File: config.mk
export PLATFORM = sky130hd
export DESIGN_NAME = fifo_sched
export DESIGN_NICKNAME = d
export VERILOG_FILES = /design/src/rtl/fifo_pkg.sv /design/src/rtl/rr_arb2.sv /design/src/rtl/fifo_sched.sv
export SDC_FILE = /design/constraint.sdc
export NUM_CORES = 1
export LEC_CHECK = 0
export BUFFER_PORTS_ARGS = -buffer_cell sky130_fd_sc_hd__clkbuf_2
export CORE_MARGIN = 4
export CORE_UTILIZATION = 52
export DETAILED_ROUTE_END_ITERATION = 10
export PLACE_DENSITY = 0.88
export RECOVER_POWER = 100
export SLEW_MARGIN = 20
export SYNTH_ARGS = -nofsm -noshare
export SYNTH_HDL_FRONTEND = slang
export SYNTH_SLANG_ARGS = --single-unit
File: constraint.sdc
create_clock -name clk -period 5.6 [get_ports clk]
set_input_delay 0.28 -clock clk [delete_from_list [all_inputs] [get_ports clk]]
set_output_delay 0.28 -clock clk [all_outputs]
set_load 0.01 [all_outputs]
File: src/rtl/fifo_pkg.sv
// fifo_pkg: shared types for the FIFO write scheduler and its pointer counters.
package fifo_pkg;

  typedef logic [3:0] nibble_t;
  typedef logic [3:0] counter_t;
  typedef logic [4:0] occ_t;
  typedef logic       req_idx_t;

  typedef enum logic [1:0] {
    IDLE,
    RUN,
    FLUSH
  } sched_state_t;

  // Depth is one more than the wrap index, so it needs the wider occupancy type.
  function automatic occ_t depth_of(input nibble_t n);
    return {1'b0, n} + 5'd1;
  endfunction

endpackage

File: src/rtl/rr_arb2.sv
// rr_arb2: two-way round-robin arbiter; on a tie the requester not granted last wins.
module rr_arb2
  import fifo_pkg::*;
#(
  parameter req_idx_t INIT_PRIO = 1'b0
) (
  input  logic clk,
  input  logic rst,
  input  logic allow,
  input  logic req0,
  input  logic req1,
  output logic gnt0,
  output logic gnt1
);

  req_idx_t last;

  always_comb begin
    gnt0 = allow && req0 && (!req1 || last == 1'b1);
    gnt1 = allow && req1 && (!req0 || last == 1'b0);
  end

  // Starting with the inverse of INIT_PRIO makes INIT_PRIO win the first tie.
  always_ff @(posedge clk or negedge rst) begin
    if (!rst) begin
      last <= ~INIT_PRIO;
    end else if (gnt0) begin
      last <= 1'b0;
    end else if (gnt1) begin
      last <= 1'b1;
    end
  end

endmodule

File: src/rtl/fifo_sched.sv
// fifo_sched: two-producer FIFO write scheduler with flush drain and occupancy tracking.
// Optional FIFO_SCHED_WM_EN adds registered almost_full/almost_empty watermarks.
module fifo_sched
  import fifo_pkg::*;
#(
  parameter req_idx_t INIT_PRIO = 1'b0
) (
  input  logic    clk,
  input  logic    rst,
  input  nibble_t N,
  input  logic    en,
  input  logic    flush,
  input  logic    req0,
  input  logic    req1,
  output logic    gnt0,
  output logic    gnt1,
  input  logic    pop_req,
  output logic    pop_ack,
  output logic    push,
  output logic    pop,
  output logic    wsel,
  output occ_t    count,
  output logic    empty,
  output logic    full
`ifdef FIFO_SCHED_WM_EN
  ,
  output logic    almost_full,
  output logic    almost_empty
`endif
);

  sched_state_t state;
  nibble_t      n_lat;
  occ_t         count_next;
  logic         wsel_q;

  assign empty = (count == 5'd0);
  assign full  = (count == depth_of(n_lat));

  rr_arb2 #(
    .INIT_PRIO(INIT_PRIO)
  ) u_arb (
    .clk  (clk),
    .rst  (rst),
    .allow(state == RUN && !full),
    .req0 (req0),
    .req1 (req1),
    .gnt0 (gnt0),
    .gnt1 (gnt1)
  );

  assign push    = gnt0 | gnt1;
  assign pop_ack = (state == RUN) && pop_req && !empty;
  assign pop     = (state == RUN) ? pop_ack : ((state == FLUSH) && !empty);
  assign wsel    = gnt1 ? 1'b1 : (gnt0 ? 1'b0 : wsel_q);

  always_comb begin
    count_next = count;
    if (push && !pop) begin
      count_next = count + 5'd1;
    end else if (pop && !push) begin
      count_next = count - 5'd1;
    end
  end

  // FLUSH exits on the edge where the final pop empties the FIFO, or at once if already empty.
  always_ff @(posedge clk or negedge rst) begin
    if (!rst) begin
      state  <= IDLE;
      n_lat  <= '0;
      count  <= '0;
      wsel_q <= 1'b0;
    end else begin
      count  <= count_next;
      wsel_q <= wsel;
      case (state)
        IDLE: begin
          if (en) begin
            state <= RUN;
            n_lat <= N;
          end
        end
        RUN: begin
          if (flush) begin
            state <= FLUSH;
          end else if (!en) begin
            state <= IDLE;
          end
        end
        FLUSH: begin
          if (count <= 5'd1) begin
            state <= en ? RUN : IDLE;
          end
        end
        default: state <= IDLE;
      endcase
    end
  end

`ifdef FIFO_SCHED_WM_EN
  nibble_t n_next;

  assign n_next = (state == IDLE && en) ? N : n_lat;

  always_ff @(posedge clk or negedge rst) begin
    if (!rst) begin
      almost_full  <= 1'b0;
      almost_empty <= 1'b1;
    end else begin
      almost_full  <= (count_next >= {1'b0, n_next});
      almost_empty <= (count_next <= 5'd1);
    end
  end
`endif

endmodule

-- Yosys cells after proc, flatten, opt, wreduce, memory -nomap -nowiden
Cells that the tools add are included.
- logic and storage cells: 54
- bits in registers: 13
- bits of input ports: 11
- reduce and logical (&&, ||, !) cells: 24
- add/sub/neg operators: 3
- $lt $le $gt $ge: 1
- equal/unequal tests: 6
- mux-type cells: 13
- bitwise logic cells: 2
- operators with widths (kind ; number):
    $logic_and 1x1->1 ; 10
    $mux 5 ; 2
    $mux 2 ; 4
    $logic_not 1->1 ; 6
    $mux 1 ; 6
    $pmux 2 s3 ; 1
    $add 4x1->5 const B ; 1
    $add 5x1->5 const B ; 1
    $eq 5x5->1 ; 1
    $le 5x1->1 const B ; 1
    $logic_not 5->1 ; 1
    $sub 5x1->5 const B ; 1
    $reduce_bool 2->1 ; 2
    $ne 3x3->1 const B ; 1
    $reduce_and 3->1 ; 1
    $eq 2x1->1 const B ; 1
    $eq 2x2->1 const B ; 1
    $logic_not 2->1 ; 1
    $logic_or 1x1->1 ; 2
    $ne 2x1->1 const B ; 1
    $ne 2x2->1 const B ; 1
    $reduce_and 2->1 ; 1
    $not 1->1 ; 1
    $or 1x1->1 ; 1

-- Longest topological paths before layout
Gate-level depths: netlist (run 1).
- word-level depth: 11
- depth in mapped cells: 11

-- Hierarchy
A second synthesis (run 1) with hierarchy kept.
- cells, all modules: 84
- area, all modules: 839.6 um^2
- by module, submodules not included (module ; area an instance (um^2) ; seq. area each (um^2) ; times used ; cells each):
    fifo_sched ; 777.0 ; 300.3 ; 1 ; 76
    rr_arb2 ; 62.6 ; 26.3 ; 1 ; 8

-- Worst setup path before layout (run 1)
No wires, ideal clock.
- path type: register to register
- start point: reg n_lat[0]
- end point: reg count[4]
- buffers on the path: 0
- path slack: 2881 ps
- required time: 5521 ps
- data arrival time: 2640 ps
- clock period less this slack: 2719 ps
- stages on the path, launching flop included: 11
- cells stage by stage: dfrtp_1 > ha_1 > o21ba_4 > a221oi_2 > o2111a_2 > nor2b_2 > o21a_1 > ha_1 > or4b_1 > a21oi_1 > xor2_1
- cells in the longest elaborated chain, start to end: 10
- ends and longest elaborated chain (item ; line ; source):
    start: declaration ; fifo_sched.sv:33 ; nibble_t n_lat;
    start signal: assignment ; fifo_sched.sv:70 ; n_lat <= '0;
    start signal: assignment ; fifo_sched.sv:80 ; n_lat <= N;
    $add 4x1->5 * ; fifo_pkg.sv:17 ; return {1'b0, n} + 5'd1;
    $eq 5x5->1 * ; fifo_sched.sv:38 ; assign full = (count == depth_of(n_lat));
    net full ; fifo_sched.sv:24 ; output logic full
    $logic_not 1->1 * ; fifo_sched.sv:45 ; .allow(state == RUN && !full),
    $logic_and 1x1->1 * ; fifo_sched.sv:45 ;
    $logic_and 1x1->1, on equally long branches (2 in a row) ; rr_arb2.sv:19, rr_arb2.sv:20 ;
    $or 1x1->1 * ; fifo_sched.sv:52 ; assign push = gnt0 | gnt1;
    net push ; fifo_sched.sv:19 ; output logic push,
    $logic_not 1->1 ; fifo_sched.sv:61 ; end else if (pop && !push) begin
    $logic_and 1x1->1 ; fifo_sched.sv:61 ;
    $reduce_bool 2->1 (no line) ; n/a ;
    end signal: assignment ; fifo_sched.sv:74 ; count <= count_next;
    end: declaration ; fifo_sched.sv:22 ; output occ_t count,
Mark *: on every way through the listed nets, which the timed path passes. The rest lies on a longest branch.
A chain may end at the register's enable or synchronous reset.

-- Worst setup path after layout (run 1)
- start point: reg n_lat[0]
- end point: reg count[4]
- cells in the longest elaborated chain, start to end: 10
- ends and longest elaborated chain (item ; line):
    $add 4x1->5 * ; fifo_pkg.sv:17
    $eq 5x5->1 * ; fifo_sched.sv:38
    $logic_not 1->1 * ; fifo_sched.sv:45
    $logic_and 1x1->1 * ; fifo_sched.sv:45
    $logic_and 1x1->1, on equally long branches (2 in a row) ; rr_arb2.sv:19, rr_arb2.sv:20
    $or 1x1->1 * ; fifo_sched.sv:52
    $logic_not 1->1 ; fifo_sched.sv:61
    $logic_and 1x1->1 ; fifo_sched.sv:61
    $reduce_bool 2->1 (no line) ; n/a
Every way passes the cells marked *; elsewhere a longest branch is shown, timed or not.

==> impl_metrics.py, run 1 <==
metrics = {
    "status": {
        "status": "complete, no violations",
    },
    "cells_and_area": {
        "final.fill_count": 135,
        "final_common_cell": "clkbuf_1",
        "fin_nets": 126,
        "final_cell_mix": "clkbuf_1 (13), dfrtp_1 (12), clkbuf_2 (11)",
        "area_delta_synth_final_pct": 15.56,
        "antennaDiodeCount": 0,
        "fin_area_sq_um": 957.2,
        "drive_above_1_share_pct": 17.43,
        "post-route-util_pct": 63.54,
    },
    "timing": {
        "post-route-period-util_pct": 51.89,
        "rsz0062_at_grt": "no",
        "max_freq_mhz": 344.2,
        "fin_crit_ns": 2.906,
        "tns_ns": 0,
        "setup_viol": 0,
        "hold_slack_ns": 0.2178,
        "relSlewSlack_pct": 51.68,
        "worst_pin_slew_ns": 0.7233,
        "finalClockSkew_ns": 0.004772,
        "hold_violations": 0,
        "drv_slew": 0,
    },
    "logic_synthesis": {
        "synthArstFlopShare_pct": 100.0,
        "ys.warnings.count": 0,
        "ys.flop_type": "dfrtp_1",
        "synth_edf_count": 0,
        "synthesis.instances": 82,
        "synth_area_sq_um": 828.3,
        "ys_ff_latch": 13,
        "ys_seq_area_share_pct": 39.43,
        "ys_types": 30,
        "avgSynthCellArea_sq_um": 10.10,
        "synth_nets": 98,
    },
    "routing": {
        "via_count": 677,
        "route.detailed.drc": 0,
        "drtAntennaViolNets": 0,
        "drtIter0Drc": 6,
        "avgViaCountPerCell": 5.416,
        "firstDrtPassIters": 4,
        "drt-total-wl_um": 1772,
        "wl_per_cell_um": 14.18,
    },
    "cts": {
        "clock_sinks": 13,
        "clkLatencyLatePin_ns": 0.28,
        "cts_resized": 0,
        "cts_tree": "built",
        "clockBufferDepth": 2,
        "htreeDepth": 1,
        "path_clk_slew_ns": 0.08,
        "root_buffer": "clkbuf_4",
        "cts-buffers-inserted": 3,
    },
    "floorplan": {
        "die_h_um": 47.91,
        "initial_core_util_pct": 54.98,
        "boundaryPins": 24,
        "design.die.area_sq_um": 2295,
        "core-area_sq_um": 1506,
        "die_w_um": 47.91,
        "rows": 14,
    },
    "placed_design": {
        "place_area_sq_um": 952.2,
        "port_buffers": 23,
        "gp_congestion": 0.8299,
        "hpwl_um": 1385,
    },
    "worst_setup_path": {
        "r2r_slack_ns": 2.69,
        "crit_path_end_kind": "flop",
        "cp_max_fo": 6,
        "worstPathArrival_ns": 3.11,
        "cp-start-kind": "flop",
        "path_class": "reg2reg",
        "worstPathRequired_ns": 5.81,
    },
    "run": {
        "cap_viol_max_count": 0,
    },
    "global_routing": {
        "grt_max_degree": 14,
        "grt_antenna_before_repair": 0,
        "grt_pass1_wl_um": 2932,
        "first_global_vias": 666,
        "grtUsageTotal_pct": 18.27,
        "grt-ovfl-total": 0,
    },
    "power": {
        "power_mw": 0.5638,
        "power_density_nw_per_um2": 589.0,
        "leakage_nw": 0.4502,
        "irDropWorstVdd_mv": 0.2881,
    },
    "worst_hold_path": {
        "min_path_type": "in2reg",
    },
}
[critical path, stage by stage (launching register included)]
cell      delay (ns)
dfrtp_1         0.43
ha_1            0.27
o21ba_1         0.20
a221oi_1        0.29
o2111a_1        0.29
nor2b_1         0.10
o21a_1          0.13
ha_1            0.29
or4b_1          0.49
a21oi_1         0.19
xor2_1          0.16
[kinds of logic after synthesis]
family	share of synthesized area, %
AO/OA/AOI/OAI	14.65
buffers and inverters	3.626
adder cells (fa/ha/maj)	7.553
XOR/XNOR	10.57
flip-flops	39.43
multiplexers	6.646
AND/OR/NAND/NOR	17.53
[routing by layer]
layer,track usage [%],wire length (um),vias to the layer above
met3,2.256,69,2
met4,6.452,12,0
li1,-,-,343
met5,0,0,-
met2,32.98,943,18
met1,21.99,746,314
[through the flow]
stage / setup WS, ns / instances
finish: 2.694 / 125
global route: 2.542 / 125
CTS: 2.760 / 125
detailed placement: 2.778 / 120
global placement: 2.912 / 120
floorplan: 2.881 / 82
[power by group]
| part | internal (mW) | switching [mW] | total, mW |
|---|---|---|---|
| sequential | 0.144 | 0.0710 | 0.215 |
| clock | 0.0277 | 0.0307 | 0.0584 |
| combinational | 0.141 | 0.149 | 0.291 |
[what timing repair did]
item | 4_1_cts | 5_1_grt
endpoints found under the hold margin | 12 | 0
buffers inserted | 0 | 0
hold buffers | 1 | 0
[flip-flops by register name (all words and copies together) (netlist names)]
signal,count
count,5
n_lat,4
state,2
u_arb.last,1
wsel_q,1
[cell type report]
type / instances / area, sq um / share of cell area, %
multi-input combinational: 63 / 455.4 / 47.58
sequential: 13 / 326.6 / 34.12
timing repair buffer: 24 / 110.1 / 11.50
clock buffer: 4 / 26.28 / 2.745
tap: 16 / 20.02 / 2.092
inverter: 5 / 18.77 / 1.961
[Yosys cell counts (all sizes together), types with 2 or more instances]
library cell,n,area share (%)
nand4,3,2.3
a21oi,3,1.8
o21ai,3,1.8
a2bb2oi,2,2.1
nor2,7,3.2
xnor2,5,5.3
inv,5,2.3
nor3,2,1.2
nand2,7,3.2
mux2,4,5.4
ha,5,7.6
nor2b,2,1.8
and2,2,1.5
o21a,2,1.8
xor2,5,5.3
dfrtp,12,36
[final timing paths]
path | from | to | cells after the start
setup / recovery | n_lat[0] | count[4] | 10
hold / removal | en | state[0] | 2
setup reg to reg | n_lat[0] | count[4] | 10
hold reg to reg | u_arb.last | u_arb.last | 1
max in group asynchronous | rst | n_lat[0] | 2
min in group asynchronous | rst | count[4] | 2
(Power assumes the default switching activity.)
==> inputs of run 2 (changes only) <==
CORE_UTILIZATION = 50   (was 52)
PLACE_DENSITY = 0.85   (was 0.88)
clock period = 2.7 ns   (was 5.6 ns; I/O delays follow)
==> impl_metrics.py, run 2 (synthesized netlist as in run 1, its figures left out) <==
metrics = {
    "status": {
        "status": "complete, no violations",
    },
    "floorplan": {
        "rows": 14,
        "initial_core_util_pct": 53.73,
        "die_w_um": 48.70,
        "boundaryPins": 24,
        "core-area_sq_um": 1541,
        "die_h_um": 48.70,
        "design.die.area_sq_um": 2372,
    },
    "routing": {
        "via_count": 695,
        "firstDrtPassIters": 4,
        "route.detailed.drc": 0,
        "drtAntennaViolNets": 0,
        "drt-total-wl_um": 1898,
        "avgViaCountPerCell": 5.388,
        "wl_per_cell_um": 14.71,
        "drtIter0Drc": 7,
    },
    "cts": {
        "path_clk_slew_ns": 0.08,
        "cts_tree": "built",
        "cts-buffers-inserted": 3,
        "clockBufferDepth": 2,
        "clkLatencyLatePin_ns": 0.28,
        "htreeDepth": 1,
        "clock_sinks": 13,
        "root_buffer": "clkbuf_4",
    },
    "worst_hold_path": {
        "holdPathEnd": "state[0]",
        "min_path_type": "in2reg",
        "min_from": "en",
        "min_path_cells": 2,
    },
    "global_routing": {
        "grtUsageTotal_pct": 16.85,
        "grt_max_degree": 14,
        "grt-ovfl-total": 0,
        "first_global_vias": 707,
        "grt_pass1_wl_um": 3236,
        "grt_antenna_before_repair": 0,
    },
    "worst_setup_path": {
        "worstPathRequired_ns": 2.91,
        "r2r_slack_ns": 0.17,
        "rr_worst_depth": 10,
        "cp_max_fo": 4,
        "worstPathArrival_ns": 2.73,
        "worstReg2RegEnd": "count[4]",
        "path_class": "reg2reg",
        "crit_path_end_kind": "flop",
        "cp-start-kind": "flop",
        "reg2reg_from": "n_lat[0]",
    },
    "placed_design": {
        "hpwl_um": 1490,
        "placed_cells": 123,
        "gp_congestion": 0.8037,
        "port_buffers": 23,
    },
    "power": {
        "p_switching_mw": 0.5553,
        "p_int_mw": 0.7128,
        "combPwrFrac_pct": 55.9,
        "irDropWorstVdd_mv": 0.6827,
        "power_density_nw_per_um2": 1245,
        "p_sw_share_pct": 43.79,
        "p_clk_share_pct": 9.6,
        "power_frac_seq_pct": 34.5,
        "leakage_nw": 0.4714,
    },
    "timing": {
        "worst_pin_slew_ns": 0.6990,
        "max_freq_mhz": 395.8,
        "relSlewSlack_pct": 53.40,
        "tns_ns": 0,
        "post-route-period-util_pct": 93.58,
        "fin_crit_ns": 2.527,
        "setup_viol": 0,
        "hold_slack_ns": 0.07168,
        "hold_violations": 0,
        "drv_slew": 0,
        "finalClockSkew_ns": 0.005256,
        "rsz0062_at_grt": "no",
    },
    "run": {
        "cap_viol_max_count": 0,
    },
    "cells_and_area": {
        "antennaDiodeCount": 0,
        "final_cells": 129,
        "final_cell_mix": "clkbuf_2 (13), clkbuf_1 (12), dfrtp_1 (12)",
        "multi_input_area_sq_um": 488.0,
        "seq_area_sq_um": 326.6,
        "top_register": "count",
        "final.fill_count": 137,
        "largest_reg_flops": 5,
        "post-route-util_pct": 66.07,
        "top_regs": "count: 5 flops, n_lat: 4 flops, state: 2 flops",
        "area_delta_synth_final_pct": 22.96,
        "final_common_cell": "clkbuf_2",
        "fin_nets": 130,
        "drive_above_1_share_pct": 27.43,
    },
}
run 2: power by group through the flow:
stage               Sequential (mW)  Clock (mW)  Combinational (mW)
finish                        0.437       0.122               0.709
global route                  0.457       0.137               0.800
CTS                           0.435       0.126               0.717
detailed placement            0.438           0               0.706
global placement              0.424           0               0.675
floorplan                     0.421           0               0.501
run 2: stage by stage:
step	worst slack, ns	power, mW	cell area, sq um
2_1_floorplan	0.004698	0.9221	830.8
3_3_place_gp	0.1375	1.099	977.2
3_5_place_dp	0.0003870	1.144	977.2
4_1_cts	0.006228	1.278	1017
5_1_grt	0.02643	1.394	1018
6_report	0.1734	1.268	1018
run 2: final cells by class:
class                   count  area share (%)
clock buffers               4           2.580
multi-input cells          63           47.91
inverters                   5           1.843
flip-flops and latches     13           32.06
repair buffers             28           13.64
well taps                  16           1.966
run 2: what timing repair did:
action | 4_1_cts | 5_1_grt
setup endpoints to repair | 1 | 1
hold endpoints to repair | 12 | 0
setup buffers | 0 | 1
pin swaps | 0 | 2
hold buffers | 1 | 0
resized for setup | 1 | 3
run 2: metal layers:
metal	global-route usage, %	up-vias	wire, um
met1	19.54	327	777
met5	0	-	0
met3	6.135	2	106
li1	-	347	-
met4	3.139	0	7
met2	29.57	19	1007
run 2: worst max-delay path by stage:
stage | start | endpoint | cells past startpoint
2_1_floorplan | n_lat[0] | count[4] | 10
3_3_place_gp | n_lat[0] | count[4] | 10
3_5_place_dp | n_lat[1] | count[4] | 10
4_1_cts | n_lat[1] | count[4] | 10
5_1_grt | n_lat[0] | count[4] | 10
6_report | n_lat[0] | count[4] | 10
run 2: critical path, stage by stage (launching register included):
cell      delay [ns]
dfrtp_1         0.42
ha_4            0.19
o21ba_1         0.19
a221oi_2        0.25
o2111a_2        0.25
nor2b_2         0.07
o21a_1          0.13
ha_2            0.19
or4b_4          0.49
a21oi_2         0.15
xor2_1          0.15
==> inputs of run 3 (changes only) <==
CORE_UTILIZATION = 52   (was 50)
CTS_BUF_LIST = sky130_fd_sc_hd__clkbuf_4 sky130_fd_sc_hd__clkbuf_8   (was not set)
PLACE_DENSITY = 0.82   (was 0.85)
==> impl_metrics.py, run 3 (synthesized netlist as in run 1, its figures left out) <==
metrics = {
    "power": {
        "p_switching_mw": 0.5477,
        "p_int_mw": 0.7182,
        "power_mw": 1.266,
        "leakage_nw": 0.4905,
        "p_clk_share_pct": 10.0,
        "combPwrFrac_pct": 56.4,
        "irDropWorstVdd_mv": 0.6257,
        "power_frac_seq_pct": 33.6,
        "p_sw_share_pct": 43.27,
        "power_density_nw_per_um2": 1240,
    },
    "cts": {
        "root_buffer": "clkbuf_4",
        "cts-buffers-inserted": 3,
        "path_clk_slew_ns": 0.08,
        "clockBufferDepth": 2,
        "clkLatencyLatePin_ns": 0.27,
        "clock_sinks": 13,
        "cts_tree": "built",
        "htreeDepth": 1,
    },
    "cells_and_area": {
        "fin_nets": 131,
        "largest_reg_flops": 5,
        "seq_area_sq_um": 326.6,
        "area_delta_synth_final_pct": 23.26,
        "fin_area_sq_um": 1021,
        "final.fill_count": 128,
        "drive_above_1_share_pct": 31.58,
        "final_cell_mix": "clkbuf_2 (17), dfrtp_1 (12), nand2_1 (7), nor2_1 (7), clkbuf_1 (7)",
        "final_cells": 130,
        "top_regs": "count: 5 flops, n_lat: 4 flops, state: 2 flops",
        "final_common_cell": "clkbuf_2",
        "antennaDiodeCount": 0,
        "multi_input_area_sq_um": 474.2,
        "top_register": "count",
    },
    "worst_setup_path": {
        "worstPathArrival_ns": 2.75,
        "crit_path_end_kind": "flop",
        "cp_slowest_cell": "or4b_1",
        "slowest_delay_ns": 0.49,
        "path_class": "reg2reg",
        "cp_common_cell": "ha_2",
        "cp_max_fo": 4,
        "crit_buf_inv": 0,
        "cp-start-kind": "flop",
        "worstPathRequired_ns": 2.89,
        "cp_top_family": "compound AO/OA/AOI/OAI gates",
        "cp_cell_sequence": "ha_2 > o21ba_1 > a221oi_2 > o2111a_2 > nor2b_2 > o21a_1 > ha_2 > or4b_1 > a21oi_2 > xor2_1",
    },
    "placed_design": {
        "hpwl_um": 1412,
        "port_buffers": 23,
        "place_area_sq_um": 977.2,
        "gp_congestion": 0.7672,
        "placed_cells": 123,
    },
    "run": {
        "cap_viol_max_count": 0,
    },
    "floorplan": {
        "die_w_um": 47.91,
        "rows": 14,
        "boundaryPins": 24,
        "design.die.area_sq_um": 2295,
        "core-area_sq_um": 1506,
        "die_h_um": 47.91,
        "initial_core_util_pct": 54.98,
    },
    "timing": {
        "hold_violations": 0,
        "worst_pin_slew_ns": 0.7140,
        "tns_ns": 0,
        "relSlewSlack_pct": 52.40,
        "finalClockSkew_ns": 0.004257,
        "fin_crit_ns": 2.560,
        "setup_viol": 0,
        "post-route-period-util_pct": 94.82,
        "rsz0062_at_grt": "no",
        "drv_slew": 0,
        "max_freq_mhz": 390.6,
    },
    "status": {
        "status": "complete, no violations",
    },
    "routing": {
        "drt-total-wl_um": 1863,
        "dr_wl_met3_um": 122,
        "firstDrtPassIters": 4,
        "wl_met2_um": 875,
        "wl_per_cell_um": 14.33,
        "drtIter0Drc": 11,
        "route.detailed.drc": 0,
        "highest_layer": "met4",
        "drtAntennaViolNets": 0,
        "via_count": 730,
        "avgViaCountPerCell": 5.615,
        "wl_met1_um": 815,
    },
    "global_routing": {
        "grt_max_degree": 14,
        "grt_antenna_before_repair": 0,
        "grt-ovfl-total": 0,
        "grt_pass1_wl_um": 2911,
        "first_global_vias": 699,
        "grtUsageTotal_pct": 18.16,
    },
    "worst_hold_path": {
        "min_path_type": "in2reg",
    },
}
==> run 3: area by class of cell <==
| class | instances | area share, % |
|---|---|---|
| well taps | 16 | 1.961 |
| clock buffers | 4 | 2.941 |
| repair buffers | 29 | 14.83 |
| flip-flops and latches | 13 | 31.99 |
| inverters | 5 | 1.838 |
| multi-input cells | 63 | 46.45 |
==> run 3: per-stage QoR <==
stage	setup slack, ns	utilization (%)	hold slack, ns
5_1_grt	0.01508	67.77	0.08855
4_1_cts	0.004954	67.52	0.08869
2_1_floorplan	0.004698	-	-0.1606
6_report	0.1399	67.77	0.09384
3_3_place_gp	0.1379	64.87	0.04639
3_5_place_dp	0.02125	64.87	0.05100
==> run 3: worst paths after layout <==
path / start / end / slack (ns) / cells past startpoint
worst min register to register: u_arb.last / u_arb.last / 0.52 / 1
max in group asynchronous: rst / count[1] / 1.82 / 2
worst min-delay path: N[3] / n_lat[3] / 0.09 / 2
min in group asynchronous: rst / count[3] / 0.43 / 2
worst max-delay path: n_lat[0] / count[4] / 0.14 / 10
worst max register to register: n_lat[0] / count[4] / 0.14 / 10
==> run 3: power by group through the flow <==
stage	logic, mW	clock network [mW]	registers [mW]
finish	0.714	0.126	0.425
global route	0.790	0.142	0.445
CTS	0.719	0.131	0.425
detailed placement	0.707	0	0.429
global placement	0.685	0	0.421
floorplan	0.501	0	0.421
==> run 3: repair_timing <==
action | in CTS | in global routing
setup endpoints to repair | 0 | 1
hold buffers | 1 | 0
hold endpoints to repair | 12 | 0
setup buffers | 0 | 2
gates resized for setup | 0 | 2
==> run 3: routing by layer <==
| metal | global-route usage, % | vias to the layer above |
|---|---|---|
| li1 | - | 350 |
| met4 | 6.452 | 0 |
| met5 | 0 | - |
| met3 | 3.759 | 8 |
| met1 | 24.42 | 337 |
| met2 | 28.76 | 35 |
